--- src/rtl/wbc_seg_pkg.sv ---
// rtl/wbc_seg_pkg.sv - shared helpers and polarity constants for segment display scanners
package wbc_seg_pkg;

  localparam int ACT_LOW  = 1;
  localparam int ACT_HIGH = 0;

  function automatic int clog2(input int n);
    int r;
    r = 0;
    for (int i = 0; i < 31; i++) begin
      if ((1 << i) < n) r = i + 1;
    end
    return r;
  endfunction

  // Index width for a scan of n digits; a single digit still needs a 1-bit index.
  function automatic int slot_w(input int n);
    return (clog2(n) < 1) ? 1 : clog2(n);
  endfunction

endpackage

--- src/rtl/wbc_segpwm.sv ---
// rtl/wbc_segpwm.sv - free-running brightness PWM, on while counter <= dim
module wbc_segpwm #(
  parameter int DIM_W = 3
) (
  input  logic             clk,
  input  logic             rst_n,
  input  logic [DIM_W-1:0] dim,
  output logic             on
);

  logic [DIM_W-1:0] cnt;

  always_ff @(posedge clk or negedge rst_n) begin
    if (!rst_n) cnt <= '0;
    else        cnt <= cnt + 1'b1;
  end

  assign on = (cnt <= dim);

endmodule

--- src/rtl/wbc_segscan.sv ---
// rtl/wbc_segscan.sv - multiplexed 7-segment scanner with guard cycle and blanking
// Optional brightness PWM enabled by defining CONFIG_SEGSCAN_DIM_EN.
module wbc_segscan
  import wbc_seg_pkg::*;
#(
  parameter int DIGITS      = 6,
  parameter int SEG_W       = 8,
  parameter int SEG_ACT_LOW = ACT_LOW,
  parameter int SEL_ACT_LOW = ACT_LOW,
  parameter int DIM_W       = 3
) (
  input  logic                        clk,
  input  logic                        rst_n,
  input  logic                        ena_ms,
  input  logic [DIGITS*SEG_W-1:0]     seg_data,
  input  logic [DIGITS-1:0]           dig_ena,
  input  logic                        blank,
  input  logic [DIM_W-1:0]            dim,
  output logic [SEG_W-1:0]            seg_out,
  output logic [DIGITS-1:0]           sel_out,
  output logic [slot_w(DIGITS)-1:0]   slot,
  output logic                        frame
);

  localparam int SLOT_W = slot_w(DIGITS);
  localparam logic [SEG_W-1:0]  SEG_OFF = {SEG_W{SEG_ACT_LOW != 0}};
  localparam logic [DIGITS-1:0] SEL_OFF = {DIGITS{SEL_ACT_LOW != 0}};

  logic              pwm_on;
  logic              guard;
  logic              lit;
  logic [SEG_W-1:0]  pat;
  logic [DIGITS-1:0] sel_hot;

`ifdef CONFIG_SEGSCAN_DIM_EN
  wbc_segpwm #(.DIM_W(DIM_W)) u_pwm (
    .clk   (clk),
    .rst_n (rst_n),
    .dim   (dim),
    .on    (pwm_on)
  );
`else
  logic unused_dim;
  assign unused_dim = ^dim;
  assign pwm_on     = 1'b1;
`endif

  // Outputs are registered, so blanking on the stepping edge darkens the clk after ena_ms.
  assign guard   = ena_ms;
  assign lit     = !guard && !blank && dig_ena[slot] && pwm_on;
  assign pat     = seg_data[slot*SEG_W +: SEG_W];
  assign sel_hot = DIGITS'(1) << slot;

  always_ff @(posedge clk or negedge rst_n) begin
    if (!rst_n) begin
      slot    <= '0;
      frame   <= 1'b0;
      seg_out <= SEG_OFF;
      sel_out <= SEL_OFF;
    end else begin
      frame <= ena_ms && (slot == '0);
      if (ena_ms) slot <= (slot == '0) ? SLOT_W'(DIGITS - 1) : slot - 1'b1;
      seg_out <= (lit ? pat : '0) ^ SEG_OFF;
      sel_out <= (lit ? sel_hot : '0) ^ SEL_OFF;
    end
  end

endmodule

--- config.mk ---
export PLATFORM = sky130hd
export DESIGN_NAME = wbc_segscan
export DESIGN_NICKNAME = d
export VERILOG_FILES = /design/src/rtl/wbc_seg_pkg.sv /design/src/rtl/wbc_segpwm.sv /design/src/rtl/wbc_segscan.sv
export SDC_FILE = /design/constraint.sdc
export NUM_CORES = 1
export LEC_CHECK = 0
export CAP_MARGIN = 20
export CORE_ASPECT_RATIO = 0.9
export CORE_MARGIN = 3
export CORE_UTILIZATION = 25
export DETAILED_ROUTE_END_ITERATION = 12
export MAX_ROUTING_LAYER = met4
export PLACE_DENSITY_LB_ADDON = 0.3
export SLEW_MARGIN = 15
export SYNTH_ARGS = -nofsm -noshare
export SYNTH_HDL_FRONTEND = slang
export SYNTH_SLANG_ARGS = --single-unit
--- constraint.sdc ---
create_clock -name clk -period 1.65 [get_ports clk]
set_input_delay 0.495 -clock clk [delete_from_list [all_inputs] [get_ports clk]]
set_output_delay 0.495 -clock clk [all_outputs]
set_load 0.02 [all_outputs]
==> results of run 1 <==
[power groups by stage]
stage               combinational, uW  sequential (uW)  clock (uW)
floorplan                         936              710           0
global placement                 1520              597           0
detailed placement               1550              602           0
CTS                              1500              591         367
global route                     1640              597         385
finish                           1510              591         349
[sequential cells by signal (all words and copies together) (netlist names)]
| name | cells |
|---|---|
| frame | 1 |
| sel_out | 6 |
| slot | 3 |
| seg_out | 8 |
[cell usage after synthesis]
master	n	area (um^2)
o2bb2ai_1	8	70.1
mux4_2	9	203
clkbuf_1	3	11.3
nand4b_1	1	8.76
dfrtp_1	4	100
nand3_2	1	10.0
nor4_1	1	6.26
mux2i_1	9	90.1
o21ai_0	1	5.00
nand2_1	3	11.3
buf_2	2	10.0
o2bb2ai_2	1	15.0
nand2b_1	2	12.5
nor2_1	4	15.0
and3_1	1	6.26
nand4_1	2	12.5
nor3b_1	1	7.51
xnor2_1	1	8.76
nand3_1	10	50.1
inv_1	1	3.75
dfstp_2	14	368
xor2_1	1	8.76
buf_4	1	7.51
buf_6	3	33.8
[worst paths after layout]
kind                                      startpoint  slack [ns]                    to  depth (start not counted)
worst max-delay path            seg_out[6]$_DFF_PN1_        0.05            seg_out[6]                          1
worst min-delay path                           rst_n        0.58       frame$_DFF_PN0_                          2
worst max register to register   slot[0]$_DFFE_PN0P_        0.09  sel_out[4]$_DFF_PN1_                          4
worst min register to register   slot[1]$_DFFE_PN0P_        0.59  sel_out[3]$_DFF_PN1_                          2
max in group asynchronous                      rst_n        0.81  seg_out[2]$_DFF_PN1_                          2
min in group clk                 slot[1]$_DFFE_PN0P_        0.59  sel_out[3]$_DFF_PN1_                          2
[cell families after synthesis]
family	count (synthesis)
AOI/OAI and AO/OA	10
xor gates and xnor gates	2
buffers and inverters	10
DFF	18
muxes	18
and+or+nand+nor	26
[cell type report]
cell class	instances	share of cell area [%]
inverters	1	0.192
multi-input cells	56	28.3
repair buffers	85	41.8
flip-flops and latches	18	24.0
clock buffers	4	2.82
well taps	46	2.95
[metrics by stage]
| step | util (%) | setup WS [ns] | instances |
|---|---|---|---|
| floorplan | - | 0.0954 | 84 |
| global placement | 48.7 | -0.185 | 206 |
| detailed placement | 48.7 | -0.233 | 206 |
| CTS | 49.6 | 0.0344 | 210 |
| global route | 49.9 | 0.00316 | 210 |
| finish | 49.9 | 0.0535 | 210 |
[what timing repair did]
action | 4_1_cts | 5_1_grt
hold endpoints to repair | 0 | 0
resized for setup | 18 | 1
setup endpoints to repair | 18 | 10
[metal layers]
layer | up-vias | track usage [%] | wire [um]
met4 | 0 | 6.00 | 51
met2 | 64 | 24.5 | 1560
met1 | 479 | 14.6 | 1310
met3 | 4 | 2.35 | 388
met5 | - | - | 0
li1 | 482 | - | -
==> impl_metrics.yaml, run 1 <==
layout:
  final_layout_size_suffix_gt1_share_pct: 23.8
  area_growth_pct: 81.7
  multi_input_area_um2: 553
  regArea_um2: 468
  fin_nets: 226
  nFillCells: 362
  final_cell_mix: "clkdlybuf4s50_1, dlygate4sd2_1, dfstp_2, nand3_1"
  final_common_cell: "clkdlybuf4s50_1"
  fin_area_um2: 1950
  n_antenna_cell: 0
route:
  vias_per_cell: 4.90
  vias: 1029
  postRouteAntennaNets: 0
  drtIter0Drc: 28
  drc: 0
  wl_um: 3310
  routedWlPerCell_um: 15.8
  drt_first_pass_iters: 4
power_and_ir_drop:
  power_frac_comb_pct: 61.7
  ir_worst_vdd_mv: 0.418
  p_int_uw: 1540
  swShare_pct: 37.2
  power_density_nw_per_um2: 1260
  pwr-share-clk_pct: 14.2
  p_seq_share_pct: 24.1
  switchingPower_uw: 912
  finalPower_uw: 2450
  leakage_uw: 0.000737
critical_path:
  critical_path_buf_inv_count: 1
  worst_path_largest_cell_delay_ns: 0.52
  worst_setup_path_end_kind: "primary output"
  critPathArrivalTime_ns: 1.10
  slowest_stage: "dfstp_2"
  cp-start-kind: "flop"
  cp_max_fo: 1
  crit_family: "flip-flops"
  crit_chain: "dlygate4sd2_1"
  criticalPathCategory: "reg -> out"
  cp.required_ns: 1.15
clock_network:
  cts_made_buffers: 3
  root_buffer: "clkbuf_8"
  htreeDepth: 1
  clockBufferDepth: 2
  cts_tree: "built"
  clk_pin_slew_worst_paths_ns: 0.07
  clock_sinks: 18
  cts_hold_buffers: 0
  cts_setup_buffers: 0
  insertion_delay_ns: 0.25
logic_synthesis:
  synth-seq-cells: 18
  yosysUniqueCellTypes: 24
  synth-seq-area-share_pct: 43.5
  synth_top_family_by_area: "multiplexers"
  netlist_area_um2: 1070
  synthMuxAreaShare_pct: 27.2
  synth_compound_area_share_pct: 8.38
  synth_adder_area_share_pct: 0
  syn_inst: 84
  synth_nets: 145
  synth_xor_area_share_pct: 1.63
  yosys.area_share.simple_pct: 13.0
  synth.avg_cell_area_um2: 12.8
  yosys_warnings: 0
job:
  drv_cap: 0
die:
  die-area_um2: 5120
  die_height_um: 68.2
  row_count: 21
  pin_count: 79
  start_util_pct: 27.5
  die_x_um: 75.1
  core_um2: 3920
sta:
  drv_slew: 0
  tightest_slew_ns: 0.331
  period_minus_slack_ns: 1.60
  fin_setup_tns_ns: 0
  timing_hold_violations_final: 0
  setup_viol: 0
  layout_worst_path_cycle_share_pct: 96.8
  max_freq_mhz: 626
  rsz0062_at_grt: "no"
  hold_slack_ns: 0.578
  max_slew_margin_pct: 77.3
  finalClockSkew_ns: 0.00473
global_route:
  grt_usage_pct: 13.6
  grt_pass1_wl_um: 5080
  first_global_vias: 1115
  antenna_found_initial: 0
  grt_overflow: 0
  grt_max_degree: 19
status:
  outcome: "finished, final reports clean"
placed_design:
  post_dp_cell_area_um2: 1910
  dp_hpwl_um: 2710
  gp_congestion: 0.806
  port_buffers: 75
min_path:
  holdCritPathClass: "in -> async"
(Power assumes the default switching activity.)
==> run 2, diff against run 1 <==
- CTS_BUF_LIST: not set -> sky130_fd_sc_hd__clkbuf_4
- CTS_CLUSTER_SIZE: not set -> 12
==> run 2 against run 1 <==
Effect of this change:
- via count is 1.6% higher
- non-clock buffer count did not move
- die area did not move
- clock-buffer cell count shrank 1
- setup slack got worse by 0.017 ns
- first-iteration DRC count increased by 14%
- design area shrank 3.4%
- worst hold slack got worse by 0.052 ns
- clock power shrank 37%
- critical endpoint is now sel_out[3]
==> impl_metrics.yaml, run 2 (synthesized netlist as in run 1, its figures left out) <==
critical_path:
  cp-start-kind: "flop"
  crit_chain: "clkdlybuf4s15_1"
  critical_path_buf_inv_count: 1
  cp_max_fo: 1
  reg2regPathDepth: 4
  critPathArrivalTime_ns: 1.12
  crit_cells: 1
  cp.required_ns: 1.15
  criticalPathCategory: "reg -> out"
  slowest_stage: "dfstp_2"
  worst_setup_path_end_kind: "primary output"
  worst_path_largest_cell_delay_ns: 0.53
  crit_family: "flip-flops"
die:
  start_util_pct: 27.5
  die-area_um2: 5120
  row_count: 21
  core_um2: 3920
  pin_count: 79
  die_height_um: 68.2
  die_x_um: 75.1
global_route:
  first_global_vias: 1109
  grt_usage_pct: 13.7
  grt_overflow: 0
  grt_max_degree: 19
  antenna_found_initial: 0
  grt_pass1_wl_um: 5130
clock_network:
  htreeDepth: 1
  clockBufferDepth: 2
  clock_sinks: 18
  clk_pin_slew_worst_paths_ns: 0.10
  insertion_delay_ns: 0.29
  root_buffer: "clkbuf_4"
  cts_tree: "built"
  cts_hold_buffers: 0
  cts_made_buffers: 3
placed_design:
  gp_congestion: 0.806
  port_buffers: 75
  post_dp_cell_area_um2: 1910
  dp_hpwl_um: 2710
route:
  drc: 0
  vias_per_cell: 4.98
  routedWlPerCell_um: 16.0
  drt_first_pass_iters: 4
  drtIter0Drc: 32
  wl_um: 3360
  vias: 1045
  postRouteAntennaNets: 0
layout:
  fin_nets: 226
  area_growth_pct: 75.6
  fin_area_um2: 1890
  top_register: "seg_out"
  final_layout_size_suffix_gt1_share_pct: 29.9
  reg_top3: "seg_out (8), sel_out (6), slot (3)"
  final_common_cell: "clkdlybuf4s50_1"
  largest_reg_flops: 8
  final_cell_mix: "clkdlybuf4s50_1, dfstp_2, clkbuf_2, nand3_1"
  n_antenna_cell: 0
min_path:
  holdCritPathClass: "in -> async"
sta:
  layout_worst_path_cycle_share_pct: 97.8
  tightest_slew_ns: 0.330
  setup_viol: 0
  max_freq_mhz: 620
  rsz0062_at_grt: "yes"
  period_minus_slack_ns: 1.61
  hold_slack_ns: 0.526
  timing_hold_violations_final: 0
  finalClockSkew_ns: 0.00995
  max_slew_margin_pct: 77.4
  drv_slew: 0
status:
  outcome: "finished, final reports clean"
power_and_ir_drop:
  power_density_nw_per_um2: 1230
  ir_worst_vdd_mv: 0.429
  leakage_uw: 0.000744
job:
  drv_cap: 0
-- run 2: final timing paths --
check,slack [ns],from,to
max in group asynchronous,0.86,rst_n,seg_out[2]$_DFF_PN1_
min,0.53,rst_n,frame$_DFF_PN0_
min reg2reg,0.59,slot[1]$_DFFE_PN0P_,sel_out[3]$_DFF_PN1_
min in group clk,0.59,slot[1]$_DFFE_PN0P_,sel_out[3]$_DFF_PN1_
max,0.04,sel_out[3]$_DFF_PN1_,sel_out[3]
max reg2reg,0.10,slot[0]$_DFFE_PN0P_,seg_out[6]$_DFF_PN1_
-- run 2: through the flow --
stage               util (%)  setup TNS [ns]  worst slack (ns)  std cells  power, uW
CTS                     49.2               0           0.00136        210       2330
global placement        48.7           -2.20            -0.185        206       2120
finish                  48.2               0            0.0368        210       2320
global route            48.2      -0.0000309        -0.0000309        210       2490
detailed placement      48.7           -2.66            -0.233        206       2150
floorplan                  -               0            0.0954         84       1650
-- run 2: cell type report --
cell class / count / area (um^2)
clock buffers: 3 / 22.5
fillers: 362 / 2030
inverters: 1 / 3.75
clock inverters: 1 / 3.75
well taps: 46 / 57.6
flip-flops and latches: 18 / 468
repair buffers: 85 / 778
multi-input cells: 56 / 553
-- run 2: report_power, final --
group | internal [uW] | switching (uW) | total [uW]
combinational | 770 | 737 | 1510
clock | 88.0 | 133 | 221
sequential | 550 | 40.9 | 591
total | 1410 | 911 | 2320
-- run 2: per-layer routing --
metal  vias to the layer above  GRT usage (%)  wire length [um]
li1                        484              -                 -
met1                       489           15.1              1370
met2                        68           24.3              1570
met3                         4           2.35               374
met4                         0           6.00                48
met5                         -              -                 0
-- run 2: worst reg2reg max path, cell delays in order, from the launching register on --
cell and delay, ns:
dfrtp_1 0.42, buf_12 0.17, mux4_2 0.55, o2bb2ai_4 0.21, nand3_1 0.14
-- run 2: what timing repair did --
action,in CTS,in global routing
endpoints found under the setup margin,18,24
setup buffers,0,0
resized for setup,29,15
pin swaps,0,1
==> run 3, diff against run 2 <==
--- a/config.mk
+++ b/config.mk
@@ -6,4 +6,5 @@
 export NUM_CORES = 1
 export LEC_CHECK = 0
+export ABC_AREA = 1
 export CAP_MARGIN = 20
 export CORE_ASPECT_RATIO = 0.9
==> constraint.sdc (replaced) <==
create_clock -name clk -period 1.65 [get_ports clk]
set_input_delay 0.495 -clock clk [delete_from_list [all_inputs] [get_ports clk]]
set_output_delay 0.495 -clock clk [all_outputs]
set_load 0.01 [all_outputs]
==> run 3 against run 2 <==
Effect of this change:
- clock skew decreased by 0.0052 ns
- first-iteration DRC count increased to 2.9 times the previous value
- routed wire length increased by 7.7%
- fmax increased by 2.7%
- register-to-register slack improved by 0.13 ns
- clock power increased by 5%
- sequential power about the same
- sequential share of layout area decreased by 2.4 points
- highest routed layer unchanged
- largest cell class unchanged
==> impl_metrics.yaml, run 3 <==
logic_synthesis:
  syn_inst: 185
  synth_top_area_share_pct: 29.1
  synth-seq-area-share_pct: 37.0
  ys.flop_type: "dfstp_2"
  synth_top_family_by_area: "simple AND/OR/NAND/NOR gates"
  synth.avg_cell_area_um2: 6.83
  synth.area.top_cells: "dfstp_2, nand3_1, nand2_1, inv_1, dfrtp_1"
  netlist_area_um2: 1260
  synth_most_common_cell: "nand3_1"
  yosys.area_share.simple_pct: 35.8
  yosysUniqueCellTypes: 20
  yosysTopAreaCell: "dfstp_2"
  synth-edff-count: 0
  yosys_warnings: 0
  synthMuxAreaShare_pct: 0
  synth_compound_area_share_pct: 7.23
  synth_nets: 246
  synth_adder_area_share_pct: 0
  synth_commonest_cells: "nand3_1, nand2_1, inv_1"
  async_flop_share_pct: 100
  synth-seq-cells: 18
  synth_xor_area_share_pct: 0.693
layout:
  n_antenna_cell: 0
  utilization_pct: 44.8
  final_common_cell: "clkdlybuf4s50_1"
  area_growth_pct: 65.3
  final_layout_size_suffix_gt1_share_pct: 12.5
  top_register: "seg_out"
  reg_top3: "seg_out (8), sel_out (6), slot (3)"
  final_cell_mix: "clkdlybuf4s50_1, nand3_1, nand2_1, inv_1"
  fin_nets: 327
  largest_reg_flops: 8
clock_network:
  cts_tree: "built"
  clk_pin_slew_worst_paths_ns: 0.10
  cts_setup_buffers: 0
  htreeDepth: 1
  cts_made_buffers: 3
  clockBufferDepth: 2
  clock_sinks: 18
  insertion_delay_ns: 0.28
  root_buffer: "clkbuf_4"
critical_path:
  slowest_stage: "dfstp_2"
  critical_path_buf_inv_count: 1
  worst_setup_path_end_kind: "primary output"
  criticalPathCategory: "reg -> out"
  cp_max_fo: 1
  crit_chain: "dlygate4sd2_1"
  cp.required_ns: 1.15
  cp-start-kind: "flop"
  worst_path_largest_cell_delay_ns: 0.54
  critPathArrivalTime_ns: 1.08
  crit_family: "flip-flops"
die:
  die_height_um: 73.5
  pin_count: 79
  core_um2: 4660
  row_count: 23
  die-area_um2: 5950
  die_x_um: 80.9
  start_util_pct: 27.1
route:
  drt_first_pass_iters: 4
  wl_um: 3620
  vias: 1390
  drc: 0
  vias_per_cell: 4.25
  drtIter0Drc: 94
  postRouteAntennaNets: 0
  routedWlPerCell_um: 11.1
placed_design:
  gp_congestion: 0.789
  dp_hpwl_um: 2940
  port_buffers: 75
sta:
  tightest_slew_ns: 0.292
  drv_slew: 0
  fin_setup_tns_ns: 0
  layout_worst_path_cycle_share_pct: 95.2
  max_freq_mhz: 637
  finalClockSkew_ns: 0.00470
  period_minus_slack_ns: 1.57
  timing_hold_violations_final: 0
  setup_viol: 0
  rsz0062_at_grt: "no"
  max_slew_margin_pct: 80.3
global_route:
  grt_max_degree: 19
  grt_pass1_wl_um: 5960
  grt_usage_pct: 13.2
  first_global_vias: 1319
  grt_overflow: 0
  antenna_found_initial: 0
power_and_ir_drop:
  power_density_nw_per_um2: 1200
  leakage_uw: 0.000987
  ir_worst_vdd_mv: 0.498
min_path:
  holdCritPathClass: "in -> async"
status:
  outcome: "finished, final reports clean"
job:
  drv_cap: 0
run 3: cell types whose count changed in the layout (fill, tap and decap cells not counted), sizes merged, moves of 3 or more:
cell,previous run,this run
inv,1,39
o21ai,1,17
mux2i,9,0
nand2,3,43
dlygate4sd2,4,17
mux4,9,0
nor2,4,8
clkbuf,14,4
clkdlybuf4s15,3,0
nand3,11,47
o2bb2ai,9,0
run 3: logic make-up (layout without fill, tap and decap cells):
logic type,Yosys count,count (layout)
buffers and inverters,49,129
DFF,18,18
AOI/OAI and AO/OA,18,18
and+or+nand+nor,99,99
xor gates and xnor gates,1,1
run 3: worst paths after layout:
| path | start | endpoint | slack (ns) | cells past startpoint |
|---|---|---|---|---|
| max in group asynchronous | rst_n | seg_out[3]$_DFF_PN1_ | 0.87 | 2 |
| min in group clk | slot[0]$_DFFE_PN0P_ | slot[0]$_DFFE_PN0P_ | 0.62 | 2 |
| worst max-delay path | sel_out[4]$_DFF_PN1_ | sel_out[4] | 0.08 | 1 |
| worst min-delay path | rst_n | slot[0]$_DFFE_PN0P_ | 0.53 | 2 |
| worst min register to register | slot[0]$_DFFE_PN0P_ | slot[0]$_DFFE_PN0P_ | 0.62 | 2 |
| worst max register to register | slot[2]$_DFFE_PN0P_ | seg_out[0]$_DFF_PN1_ | 0.23 | 5 |
run 3: per-layer routing:
layer | vias up | share of wire (%) | track usage [%]
met4 | 0 | 0.47 | 3.38
met5 | - | 0 | -
met2 | 55 | 46 | 20.7
li1 | 734 | - | -
met3 | 2 | 6.6 | 0.858
met1 | 599 | 47 | 18.5
run 3: where the power goes:
group          switching (uW)  leakage [uW]  internal [uW]
Sequential               33.4      0.000198            555
Clock                     122     0.0000184            110
Combinational            1040      0.000771            658
run 3: timing repair:
action / in CTS / in global routing
hold buffers: 0 / 0
endpoints found under the setup margin: 17 / 1
endpoints found under the hold margin: 0 / 0
gates resized for setup: 17 / 1
run 3: area by class of cell:
| cell class | instances | area [um^2] |
|---|---|---|
| Inverter | 39 | 146 |
| Multi-Input combinational cell | 118 | 553 |
| Sequential cell | 18 | 468 |
| Timing Repair Buffer | 86 | 815 |
| Clock buffer | 4 | 30.0 |
| Fill cell | 507 | 2570 |
| Tap cell | 62 | 77.6 |
run 3: stage by stage:
step / instances / instance area, um^2 / hold slack, ns / power [uW] / setup WS, ns
floorplan: 185 / 1260 / 0.199 / 1810 / 0.335
global placement: 323 / 2080 / 0.637 / 2370 / -0.00244
detailed placement: 323 / 2080 / 0.628 / 2380 / -0.0209
CTS: 327 / 2090 / 0.534 / 2550 / 0.00755
global route: 327 / 2090 / 0.534 / 2800 / 0.0344
finish: 327 / 2090 / 0.528 / 2520 / 0.0789
